$ cat config.mk
export PLATFORM = sky130hd
export DESIGN_NAME = max7219_refresh_scheduler_flat
export DESIGN_NICKNAME = d
export VERILOG_FILES = /design/src/rtl/max7219_refresh_scheduler_pkg.sv /design/src/rtl/max7219_refresh_scheduler_if.sv /design/src/rtl/max7219_refresh_scheduler_word_builder.sv /design/src/rtl/max7219_refresh_scheduler.sv /design/src/flat_wrapper.sv
export SDC_FILE = /design/constraint.sdc
export NUM_CORES = 2
export LEC_CHECK = 0
export BUFFER_PORTS_ARGS = -buffer_cell sky130_fd_sc_hd__clkbuf_2
export CAP_MARGIN = 20
export CORE_AREA = 2 2 635 637
export CTS_CLUSTER_DIAMETER = 120
export CTS_CLUSTER_SIZE = 10
export DETAILED_ROUTE_END_ITERATION = 12
export DIE_AREA = 0 0 637 639
export PLACE_DENSITY = 0.36
export SLEW_MARGIN = 20
export SYNTH_ARGS = -nofsm -noshare
export SYNTH_HDL_FRONTEND = slang
export SYNTH_HIERARCHICAL = 1
export SYNTH_SLANG_ARGS = --single-unit
$ cat constraint.sdc
create_clock -name i_Clk -period 6.55 [get_ports i_Clk]
set_clock_uncertainty 0.1 [all_clocks]
set_input_delay 1.31 -clock i_Clk [delete_from_list [all_inputs] [get_ports i_Clk]]
set_output_delay 1.31 -clock i_Clk [all_outputs]
set_load 0.03 [all_outputs]
$ cat src/rtl/max7219_refresh_scheduler_pkg.sv
// max7219_pkg: MAX7219 register map, configuration ROM and scheduler types.
package max7219_pkg;
    localparam logic [3:0] A_NOOP       = 4'h0;
    localparam logic [3:0] A_DIGIT0     = 4'h1;
    localparam logic [3:0] A_DIGIT1     = 4'h2;
    localparam logic [3:0] A_DIGIT2     = 4'h3;
    localparam logic [3:0] A_DIGIT3     = 4'h4;
    localparam logic [3:0] A_DIGIT4     = 4'h5;
    localparam logic [3:0] A_DIGIT5     = 4'h6;
    localparam logic [3:0] A_DIGIT6     = 4'h7;
    localparam logic [3:0] A_DIGIT7     = 4'h8;
    localparam logic [3:0] A_DECODE     = 4'h9;
    localparam logic [3:0] A_INTENSITY  = 4'hA;
    localparam logic [3:0] A_SCAN_LIMIT = 4'hB;
    localparam logic [3:0] A_SHUTDOWN   = 4'hC;
    localparam logic [3:0] A_TEST       = 4'hF;

    localparam int CFG_LEN = 6;
    localparam logic [0:CFG_LEN-1][11:0] CFG_ROM = {
        {A_SHUTDOWN,   8'h00},
        {A_TEST,       8'h00},
        {A_DECODE,     8'h00},
        {A_SCAN_LIMIT, 8'h07},
        {A_INTENSITY,  8'h00},
        {A_SHUTDOWN,   8'h01}
    };

    typedef enum logic [2:0] {S_POWERUP, S_CFG, S_FRAME, S_INT, S_ROW, S_GAP} state_t;
    typedef enum logic [1:0] {K_CFG, K_INT, K_ROW} word_kind_t;

    // One device's slot of a chain word; broadcasts replicate it across every device.
    function automatic logic [15:0] cmd_word(input logic [3:0] addr, input logic [7:0] data);
        return {4'h0, addr, data};
    endfunction
endpackage

$ cat src/rtl/max7219_refresh_scheduler_if.sv
// max7219_tx_if: valid/ready chain-word handshake between scheduler and SPI serializer.
interface max7219_tx_if #(parameter int W = 320);
    logic         tx_valid;
    logic [W-1:0] tx_data;
    logic         tx_ready;
    modport master (output tx_valid, output tx_data, input tx_ready);
    modport slave  (input tx_valid, input tx_data, output tx_ready);
endinterface

$ cat src/rtl/max7219_refresh_scheduler_word_builder.sv
// max7219_word_builder: maps (kind, index, snapshot, intensity) to a full chain word.
module max7219_word_builder
    import max7219_pkg::*;
#(
    parameter int NUM_DEVICES = 20
) (
    input  word_kind_t                          i_Kind,
    input  logic [2:0]                          i_Index,
    input  logic [0:7][NUM_DEVICES-1:0][7:0]    i_Snapshot,
    input  logic [3:0]                          i_Intensity,
    output logic [NUM_DEVICES*16-1:0]           o_Word
);
    logic [11:0] w_Entry;

    always_comb begin
        w_Entry = (i_Kind == K_CFG && CFG_ROM[i_Index][11:8] != A_INTENSITY) ?
                  CFG_ROM[i_Index] : {A_INTENSITY, 4'h0, i_Intensity};
        o_Word = {NUM_DEVICES{cmd_word(w_Entry[11:8], w_Entry[7:0])}};
        if (i_Kind == K_ROW)
            for (int d = 0; d < NUM_DEVICES; d++)
                o_Word[d*16 +: 16] = cmd_word(A_DIGIT0 + 4'(i_Index), i_Snapshot[i_Index][d]);
    end
endmodule

$ cat src/rtl/max7219_refresh_scheduler.sv
// max7219_refresh_scheduler: configures a MAX7219 chain, then streams snapshot rows frame after frame.
// Define MAX7219_PERIODIC_REINIT_EN to re-broadcast the configuration every REINIT_FRAMES frames.
module max7219_refresh_scheduler
    import max7219_pkg::*;
#(
    parameter int         NUM_DEVICES          = 20,
    parameter int         POWERUP_DELAY_CLOCKS = 1200,
    parameter int         REFRESH_DELAY_CLOCKS = 1200,
    parameter logic [3:0] INIT_INTENSITY       = 4'h8
`ifdef MAX7219_PERIODIC_REINIT_EN
    , parameter int       REINIT_FRAMES        = 64
`endif
) (
    input  logic                             i_Clk,
    input  logic                             i_Rst_n,
    input  logic [0:7][NUM_DEVICES-1:0][7:0] i_Pixels,
    input  logic [3:0]                       i_Intensity,
    input  logic                             i_Intensity_Update,
    input  logic                             i_Reinit,
    max7219_tx_if.master                     tx,
    output logic                             o_Configured,
    output logic                             o_Frame_Done
);
    localparam int PU_CLKS = POWERUP_DELAY_CLOCKS > 1 ? POWERUP_DELAY_CLOCKS : 1;
    localparam int RF_CLKS = REFRESH_DELAY_CLOCKS > 1 ? REFRESH_DELAY_CLOCKS : 1;
    localparam int CNT_MAX = PU_CLKS > RF_CLKS ? PU_CLKS : RF_CLKS;
    localparam int CNT_W   = $clog2(CNT_MAX > 2 ? CNT_MAX : 2);

    state_t                           r_State;
    logic [CNT_W-1:0]                 r_Cnt;
    logic [2:0]                       r_Idx;
    logic [0:7][NUM_DEVICES-1:0][7:0] r_Snap;
    logic [3:0]                       r_Int_Val;
    logic                             r_Int_Pend;
    logic                             r_Reinit_Pend;
    logic                             r_Tx_Valid;
    logic [NUM_DEVICES*16-1:0]        r_Tx_Data;
    logic [NUM_DEVICES*16-1:0]        w_Word;
    word_kind_t                       w_Kind;
    logic                             w_Accept;
    logic                             w_Row7_Accept;
    logic                             w_Auto_Reinit;

    assign tx.tx_valid   = r_Tx_Valid;
    assign tx.tx_data    = r_Tx_Data;
    assign w_Accept      = r_Tx_Valid && tx.tx_ready;
    assign w_Row7_Accept = w_Accept && r_State == S_ROW && r_Idx == 3'd7;
    assign w_Kind        = r_State == S_ROW ? K_ROW : r_State == S_INT ? K_INT : K_CFG;

    max7219_word_builder #(.NUM_DEVICES(NUM_DEVICES)) u_builder (
        .i_Kind      (w_Kind),
        .i_Index     (r_Idx),
        .i_Snapshot  (r_Snap),
        .i_Intensity (r_Int_Val),
        .o_Word      (w_Word)
    );

`ifdef MAX7219_PERIODIC_REINIT_EN
    localparam int FC_W = $clog2(REINIT_FRAMES > 2 ? REINIT_FRAMES : 2);
    logic [FC_W-1:0] r_Frame_Cnt;
    assign w_Auto_Reinit = w_Row7_Accept && r_Frame_Cnt == FC_W'(REINIT_FRAMES - 1);
    always_ff @(posedge i_Clk or negedge i_Rst_n)
        if (!i_Rst_n)
            r_Frame_Cnt <= '0;
        else if (w_Row7_Accept)
            r_Frame_Cnt <= w_Auto_Reinit ? '0 : r_Frame_Cnt + 1'b1;
`else
    assign w_Auto_Reinit = 1'b0;
`endif

    always_ff @(posedge i_Clk or negedge i_Rst_n)
        if (!i_Rst_n) begin
            r_State       <= S_POWERUP;
            r_Cnt         <= '0;
            r_Idx         <= '0;
            r_Snap        <= '0;
            r_Int_Val     <= INIT_INTENSITY;
            r_Int_Pend    <= 1'b0;
            r_Reinit_Pend <= 1'b0;
            r_Tx_Valid    <= 1'b0;
            r_Tx_Data     <= '0;
            o_Configured  <= 1'b0;
            o_Frame_Done  <= 1'b0;
        end else begin
            o_Frame_Done <= 1'b0;
            case (r_State)
                S_POWERUP: begin
                    r_Cnt <= r_Cnt + 1'b1;
                    if (r_Cnt == CNT_W'(PU_CLKS - 1)) begin
                        r_Cnt   <= '0;
                        r_Idx   <= '0;
                        r_State <= S_CFG;
                    end
                end
                S_GAP: begin
                    r_Cnt <= r_Cnt + 1'b1;
                    if (r_Cnt == CNT_W'(RF_CLKS - 1)) begin
                        r_Cnt   <= '0;
                        r_State <= S_FRAME;
                    end
                end
                S_FRAME: begin
                    r_Snap <= i_Pixels;
                    r_Idx  <= '0;
                    if (r_Reinit_Pend) begin
                        r_Reinit_Pend <= 1'b0;
                        o_Configured  <= 1'b0;
                        r_State       <= S_CFG;
                    end else if (r_Int_Pend) begin
                        r_Int_Pend <= 1'b0;
                        r_State    <= S_INT;
                    end else
                        r_State <= S_ROW;
                end
                default: begin
                    if (!r_Tx_Valid) begin
                        r_Tx_Valid <= 1'b1;
                        r_Tx_Data  <= w_Word;
                        // A config pass carries the latest intensity, so it consumes any pending update.
                        if (r_State == S_CFG && CFG_ROM[r_Idx][11:8] == A_INTENSITY)
                            r_Int_Pend <= 1'b0;
                    end else if (tx.tx_ready) begin
                        r_Tx_Valid <= 1'b0;
                        r_Idx      <= r_State == S_INT ? 3'd0 : r_Idx + 3'd1;
                        if (r_State == S_INT)
                            r_State <= S_ROW;
                        if (r_State == S_CFG && r_Idx == 3'(CFG_LEN - 1)) begin
                            o_Configured <= 1'b1;
                            r_State      <= S_FRAME;
                        end
                        if (w_Row7_Accept) begin
                            o_Frame_Done <= 1'b1;
                            r_State      <= S_GAP;
                        end
                    end
                end
            endcase
            // Requests are applied last so a same-cycle set beats any clear above.
            if (i_Intensity_Update) begin
                r_Int_Pend <= 1'b1;
                r_Int_Val  <= i_Intensity;
            end
            if (i_Reinit || w_Auto_Reinit)
                r_Reinit_Pend <= 1'b1;
        end
endmodule
$ cat src/flat_wrapper.sv
// flat-port wrapper written by rule: the top's interface ports become plain ports
module max7219_refresh_scheduler_flat import max7219_pkg::*;
#(
    parameter int         NUM_DEVICES          = 20,
    parameter int         POWERUP_DELAY_CLOCKS = 1200,
    parameter int         REFRESH_DELAY_CLOCKS = 1200,
    parameter logic [3:0] INIT_INTENSITY       = 4'h8

)
  (i_Clk, i_Rst_n, i_Pixels, i_Intensity, i_Intensity_Update, i_Reinit, o_Configured, o_Frame_Done, tx_tx_valid, tx_tx_data, tx_tx_ready);
  max7219_tx_if tx_i ();
  input  logic i_Clk;
  input  logic i_Rst_n;
  input  logic [0:7][NUM_DEVICES-1:0][7:0] i_Pixels;
  input  logic [3:0] i_Intensity;
  input  logic i_Intensity_Update;
  input  logic i_Reinit;
  output logic o_Configured;
  output logic o_Frame_Done;
  output wire logic [$bits(tx_i.tx_valid)-1:0] tx_tx_valid;
  output wire logic [$bits(tx_i.tx_data)-1:0] tx_tx_data;
  input wire logic [$bits(tx_i.tx_ready)-1:0] tx_tx_ready;
  assign tx_tx_valid = tx_i.tx_valid;
  assign tx_tx_data = tx_i.tx_data;
  assign tx_i.tx_ready = tx_tx_ready;
  max7219_refresh_scheduler #(.NUM_DEVICES(NUM_DEVICES), .POWERUP_DELAY_CLOCKS(POWERUP_DELAY_CLOCKS), .REFRESH_DELAY_CLOCKS(REFRESH_DELAY_CLOCKS), .INIT_INTENSITY(INIT_INTENSITY)) u_core (.i_Clk(i_Clk), .i_Rst_n(i_Rst_n), .i_Pixels(i_Pixels), .i_Intensity(i_Intensity), .i_Intensity_Update(i_Intensity_Update), .i_Reinit(i_Reinit), .tx(tx_i), .o_Configured(o_Configured), .o_Frame_Done(o_Frame_Done));
endmodule
After elaboration in Yosys (flattened, before gate mapping)
Memory sizes are Yosys's and may differ from the RTL's.
Index checks and enable logic that the tools add are counted.
{"block": "classes", "addsub": 3, "n_lt_le_gt_ge": 1, "eq_ne": 17, "mux": 43, "bitwise_logic": 5, "n_reduce_logical": 25}
{"op": "binary-select mux 160 bit (select 3 bit)", "n": 1}
{"op": "two-way mux 160 bit", "n": 2}
{"op": "two-way mux 316 bit", "n": 1}
{"op": "two-way mux 3 bit", "n": 13}
{"op": "two-way mux 12 bit", "n": 3}
{"op": "one-hot mux 3 bit (3 select lines)", "n": 2}
{"op": "two-way mux 1 bit", "n": 17}
{"op": "equality test 3 bit, second input constant", "n": 4}
{"op": "adder 11 x 1 -> 11 bit, second input constant", "n": 1}
{"op": "equality test 11 bit, second input constant", "n": 1}
{"op": "two-way mux 11 bit", "n": 1}
{"op": "AND reduction 5 bit", "n": 2}
{"op": "nonzero test 3 bit", "n": 3}
{"op": "!= test 2 x 1 -> 1 bit, second input constant", "n": 4}
{"op": "AND reduction 4 bit", "n": 2}
{"op": "nonzero test 2 bit", "n": 4}
{"op": "nonzero test 4 bit", "n": 2}
{"op": "equality test 3 x 2 -> 1 bit, second input constant", "n": 2}
{"op": "logical AND 1 bit", "n": 6}
{"op": "!= test 3 bit, second input constant", "n": 2}
{"op": "nonzero test 6 bit", "n": 1}
{"op": "adder 1 x 3 -> 4 bit, first input constant", "n": 1}
{"op": "equality test 4 bit, second input constant", "n": 1}
{"op": "greater-or-equal comparator 4 bit, second input constant", "n": 1}
{"op": "other kinds (13)", "n": 17}
{"block": "totals", "ff_bits": 1626, "rom_bits": 96, "in_bits": 1289, "output_inout_bits": 323, "memories": 1}
{"name": "(no name shown)", "words": 8, "width": 12, "rd": 1, "rd_clocked_by_memory_dff": 0, "wr": 0, "line": "max7219_refresh_scheduler.sv:120", "rtl": "if (r_State == S_CFG && CFG_ROM[r_Idx][11:8] == A_INTENSITY)"}

Logic depth before layout (Yosys ltp)
{"block": "logic_depth", "ltp_word": 10, "ltp_mapped": 12}

Modules after synthesis
Netlist, hierarchy kept.
{"mod": "max7219_refresh_scheduler", "instances": 1, "cells_each": 6227, "area_each_um2": 60934.7}
{"mod": "max7219_word_builder", "instances": 1, "cells_each": 1223, "area_each_um2": 11951.5}

Worst setup path before layout
OpenSTA, ideal clock, no wires.
{"block": "synth_path", "path_kind": "register to register", "from": "reg u_core.r_Idx[0]", "to": "reg u_core.r_Tx_Data[107] (netlist: u_core/tx.tx_data[107])", "setup_ns": 0.065, "t_arrival_ns": 2.671, "slack_ns": 3.714, "path_stages_with_launch": 9, "n_path_buf": 5, "synth_period_minus_slack_ns": 2.836, "cell_sequence": "dfrtp_1 -> buf_6 -> buf_6 -> buf_4 -> buf_4 -> inv_1 -> o31ai_1 -> buf_4 -> mux2_2"}
{"block": "synth_via", "elab_chain_cells": 8, "word_cells_on_any_way": 9}
{"element": "start, declared", "line": "max7219_refresh_scheduler.sv:31", "rtl": "logic [2:0] r_Idx;"}
{"element": "start signal, assigned", "line": "max7219_refresh_scheduler.sv:124", "rtl": "r_Idx <= r_State == S_INT ? 3'd0 : r_Idx + 3'd1;"}
{"element": "inverter 3 -> 4 bit (not written as such)", "line": "max7219_refresh_scheduler_word_builder.sv:16, max7219_refresh_scheduler_word_builder.sv:17"}
{"element": "memory (8 x 12 bit)"}
{"element": "two-way mux 12 bit (2 in a row)"}
{"element": "!= test 4 bit", "line": "max7219_refresh_scheduler_word_builder.sv:16", "rtl": "w_Entry = (i_Kind == K_CFG && CFG_ROM[i_Index][11:8] != A_INTENSITY) ?"}
{"element": "logical AND 1 bit", "line": "max7219_refresh_scheduler_word_builder.sv:16"}
{"element": "two-way mux 12 bit", "line": "max7219_refresh_scheduler_word_builder.sv:16"}
{"element": "two-way mux 316 bit (*)", "line": "max7219_refresh_scheduler_word_builder.sv:19", "rtl": "if (i_Kind == K_ROW)"}
{"element": "via u_core.w_Word[107]", "line": "max7219_refresh_scheduler.sv:38", "rtl": "logic [NUM_DEVICES*16-1:0] w_Word;"}
{"element": "end signal, assigned", "line": "max7219_refresh_scheduler.sv:118", "rtl": "r_Tx_Data <= w_Word;"}
{"element": "end, declared", "line": "max7219_refresh_scheduler.sv:37", "rtl": "logic [NUM_DEVICES*16-1:0] r_Tx_Data;"}
The timed path passes the listed nets; every way through them passes the cells marked *. The select of a mux whose other input is x is not followed.
A chain may end at the register's enable or synchronous reset.

Worst setup path in the final report
{"block": "layout_path", "from": "reg u_core.r_State[1]", "to": "reg u_core.r_Tx_Data[144] (netlist: u_core/tx.tx_data[144])"}
{"block": "layout_via", "elab_chain_cells": 7, "word_cells_on_any_way": 15}
{"element": "start, declared", "line": "max7219_refresh_scheduler.sv:29", "rtl": "state_t r_State;"}
{"element": "start signal, assigned", "line": "max7219_refresh_scheduler.sv:73", "rtl": "r_State <= S_POWERUP;"}
{"element": "start signal, assigned", "line": "max7219_refresh_scheduler.sv:92", "rtl": "r_State <= S_CFG;"}
{"element": "start signal, assigned", "line": "max7219_refresh_scheduler.sv:99", "rtl": "r_State <= S_FRAME;"}
{"element": "equality test 3 x 2 -> 1 bit", "line": "max7219_refresh_scheduler.sv:48", "rtl": "assign w_Kind = r_State == S_ROW ? K_ROW : r_State == S_INT ? K_INT : K_CFG;"}
{"element": "two-way mux 1 bit", "line": "max7219_refresh_scheduler.sv:48"}
{"element": "two-way mux 2 bit (*)", "line": "max7219_refresh_scheduler.sv:48"}
{"element": "via u_core.w_Kind[0]", "line": "max7219_refresh_scheduler.sv:39", "rtl": "word_kind_t w_Kind;"}
{"element": "zero test 2 bit", "line": "max7219_refresh_scheduler_word_builder.sv:16"}
{"element": "logical AND 1 bit", "line": "max7219_refresh_scheduler_word_builder.sv:16"}
{"element": "two-way mux 12 bit", "line": "max7219_refresh_scheduler_word_builder.sv:16"}
{"element": "two-way mux 316 bit (*)", "line": "max7219_refresh_scheduler_word_builder.sv:19"}
{"element": "via u_core.w_Word[144]", "line": "max7219_refresh_scheduler.sv:38"}
The timed path passes the listed nets; every way through them passes the cells marked *.

==> summary.md <==
| Metric | Value |
|---|---|
| CTS tree | `built` |
| Post-synth top flop | `dfrtp_1` |
| Async SR Flop Fraction | `100.0%` |
| Power Density | `226.6 mW/mm^2` |
| Chip Height | `639 um` |
| Outcome | `finished, final reports clean` |
| Seq cells post-synth | `1626` |
| Post-synth cell types | `53` |
| CP max-delay cell | `nand2b_4` |
| Avg Vias per Cell | `4.163` |
| PnR Total Power | `20590 uW` |
| Antenna Violating Nets Remaining | `0` |
| Hold Crit Class | `input port to async pin` |
| CTS Hold Bufs | `0` |
| Cell taking the most area after synthesis | `dfrtp_1` |
| Final Max Tran Viols | `0` |
| Max-Cap Viols | `0` |
| Iteration-0 DRC Markers | `4369` |
| CP most frequent cell | `nand2_1` |
| Clock buffer count from CTS | `between 150 and 200` |
| Top Family by Delay on Critical Path | `simple AND/OR/NAND/NOR gates` |
| Slew @ Worst Pin | `between 1000 and 1500 ps` |
| Register share of total power | `48.8%` |
| Fmax achieved | `0.2565 GHz` |
| Sw power | `5001 uW` |
| RSZ-0062 raised after global routing | `false` |
| Slew margin rel. | `14.78%` |
| Post-CTS Setup Bufs | `0` |
| Initial antenna violation count | `218` |
| CTS max path bufs | `4` |
| Clk pwr share | `47.7%` |
| Clock transition at path regs | `60 ps` |
| Worst setup margin | `roughly 2700 ps` |
| Top cell type's share of synthesized area | `55.79%` |
| Worst r2r path cells | `8` |
| Kind of critical path | `flop to flop` |
| Pin count of the biggest net entering global routing | `about 220` |
| CTS root buf | `clkbuf_16` |
| H-tree levels | `4` |
| Vias in the first global route | `61520` |
| First-pass GRT wire length | `511.3 mm` |
| Critical Path, Cell by Cell | `nand2_1 -> nor2_1 -> nand2b_4 -> buf_12 -> a31oi_1 -> o221ai_1 -> nand2_1 -> mux2_2` |
| Area contributors post-synth | `dfrtp_1 (56%), nand2_1 (21%), mux4_2 (7.4%)` |
| Pint | `15590 uW` |
| Skew-Pair Late Insertion Delay | `890 ps` |
| GRT Overall Usage | `17.79%` |
| Sw frac | `24.28%` |
| Port Buffer Count | `1611` |
| Die width | `637 um` |
| List of most frequent post-synthesis cells | `nand2_1 (4081), dfrtp_1 (1625), mux2_2 (398)` |
| Top Ports | `1612` |
| Final setup viols | `0` |
| Buffer and inverter count on the worst path | `1` |
| Drt total wl | `373.0 mm` |
| Final hold violation count | `0` |
| Critical Path Start Type | `flop` |
| Post-CTS resize count | `0` |
| Area Overhead vs Synth | `24.72%` |
| Pre-Repair DR Iteration Count | `7` |
| Avg WL per Cell | `26.27 um` |
| Static leakage power | `0.04298 uW` |
| Full die area | `0.4070 mm^2` |
| CP Capture Type | `flop` |
| Starting Density | `18.18%` |
| Vias | `a little under 60000` |
| Tmin final | `about 3900 ps` |
| Logic pwr share | `3.5%` |
| DP HPWL | `275.0 mm` |
| CP max FO | `98` |
| Slowest cell delay on critical path | `approximately 800 ps` |
| Setup TNS | `0 ps` |
| Final worst path period share | `59.53%` |
| Post-route DRC violation count | `0` |
| Number of enable flip-flop cells after synthesis | `0` |
| CP arrival | `4570 ps` |
| Worst vdd ir | `between 0.15 and 0.2 mV` |
| Mapped Avg Cell Area | `around 10 um^2` |
| WP depth | `8` |
| Share of cells above drive strength 1 | `29.19%` |
| GRT overflow | `0` |
| Warnings, synthesis | `6` |
| Total core area | `0.4009 mm^2` |
| Register area share after synthesis | `55.83%` |
| Synth Cell Area | `approximately 0.073 mm^2` |
| Worst Path Required | `7220 ps` |
| Global placer's final weighted congestion | `between 0.8 and 0.9` |
| Mapped Cells | `7450` |
| Nets | `about 10000` |
| FP Rows | `233` |
| Dpl ws | `2587 ps` |
| Sink Count | `1626` |
| Most common cell in the netlist | `nand2_1` |
## cells in the final DEF, fill, tap and decap left out, types with 13 or more instances in the layout
master and count:
buf_12 30, clkbuf_2 1610, mux2_1 22, diode_2 89
mux2i_1 67, mux2_2 398, a21oi_1 84, conb_1 80
dfrtp_1 1622, o31ai_1 16, o21ai_0 15, inv_1 13
buf_4 60, nand2_1 4077, a31oi_1 69, clkbuf_16 188
o221ai_1 65, o22ai_1 15, mux4_2 240, nor2_1 31
## state kept, by name, indices dropped and copies added, names as in the netlist
register and cells:
u_core/r_Idx 3, u_core/o_Configured 1, u_core/tx.tx_data 320, u_core/r_Reinit_Pend 1, u_core/r_Snap 1280, u_core/r_State 3, u_core/r_Cnt 11, u_core/tx.tx_valid 1
u_core/r_Int_Val 4, u_core/o_Frame_Done 1, u_core/r_Int_Pend 1
## final cells by class
class                      count  area, um^2
antenna                       89       222.7
clock buffer                 199        4766
clock inverter                20       374.1
fill                       43910      309900
inverter                      14       60.06
multi-input combinational   5258       28980
sequential                  1626       40700
tap                         5287        6615
timing repair buffer        1704        9186
## per-stage QoR
| step | instance area [um^2] | instances | util, % | hold WS [ps] |
|---|---|---|---|---|
| floorplan | 73180 | 7529 | - | 340.1 |
| global placement | 85480 | 13890 | 21.32 | 351.5 |
| detailed placement | 85480 | 13890 | 21.32 | 356.8 |
| CTS | 90620 | 14110 | 22.61 | 260.1 |
| global route | 90830 | 14170 | 22.66 | 280.7 |
| finish | 90900 | 14200 | 22.68 | 310.2 |
## worst paths after layout
kind / slack (ps) / start / to
min reg2reg: 370 / u_core/r_Snap[934]$_DFFE_PN0P_ / u_core/r_Snap[934]$_DFFE_PN0P_
max: 2650 / u_core/r_State[1]$_DFFE_PN0P_ / u_core/tx.tx_data[144]$_DFFE_PN0P_
max in group asynchronous: 4440 / i_Rst_n / u_core/r_Snap[243]$_DFFE_PN0P_
min in group i_Clk: 370 / u_core/r_Snap[934]$_DFFE_PN0P_ / u_core/r_Snap[934]$_DFFE_PN0P_
min: 310 / i_Rst_n / u_core/r_Snap[172]$_DFFE_PN0P_
max reg2reg: 2650 / u_core/r_State[1]$_DFFE_PN0P_ / u_core/tx.tx_data[144]$_DFFE_PN0P_
## layer usage
layer  vias to the layer above  part of all wire (%)  global-route usage (%)
met5                         -                  0.10                       0
met4                        64                   3.7                   6.795
met3                       596                   6.3                   3.990
met2                      2013                    48                   29.47
met1                     29970                    42                   22.48
li1                      26470                     -                       -
## cells by family (layout without fill, tap and decap cells)
kind of cell	Yosys count	in the layout	share of synthesized area, %
and+or+nand+nor	4153	4153	21.55
DFF	1626	1626	55.83
muxes	728	728	14.84
buffers and inverters	645	1937	4.997
AOI/OAI and AO/OA	280	280	2.535
xor gates and xnor gates	9	9	0.1082
adders and majority gates	8	8	0.1373
other	1	169	0.005145
## power groups by stage
stage	Combinational, uW	Clock, uW	Sequential [uW]
2_1_floorplan	51.0	0	10200
4_1_cts	743	10300	10100
3_3_place_gp	738	0	10200
6_report	720	9820	10100
3_5_place_dp	738	0	10200
5_1_grt	800	10600	10000
Note: power is estimated with default switching activity, not from simulation.
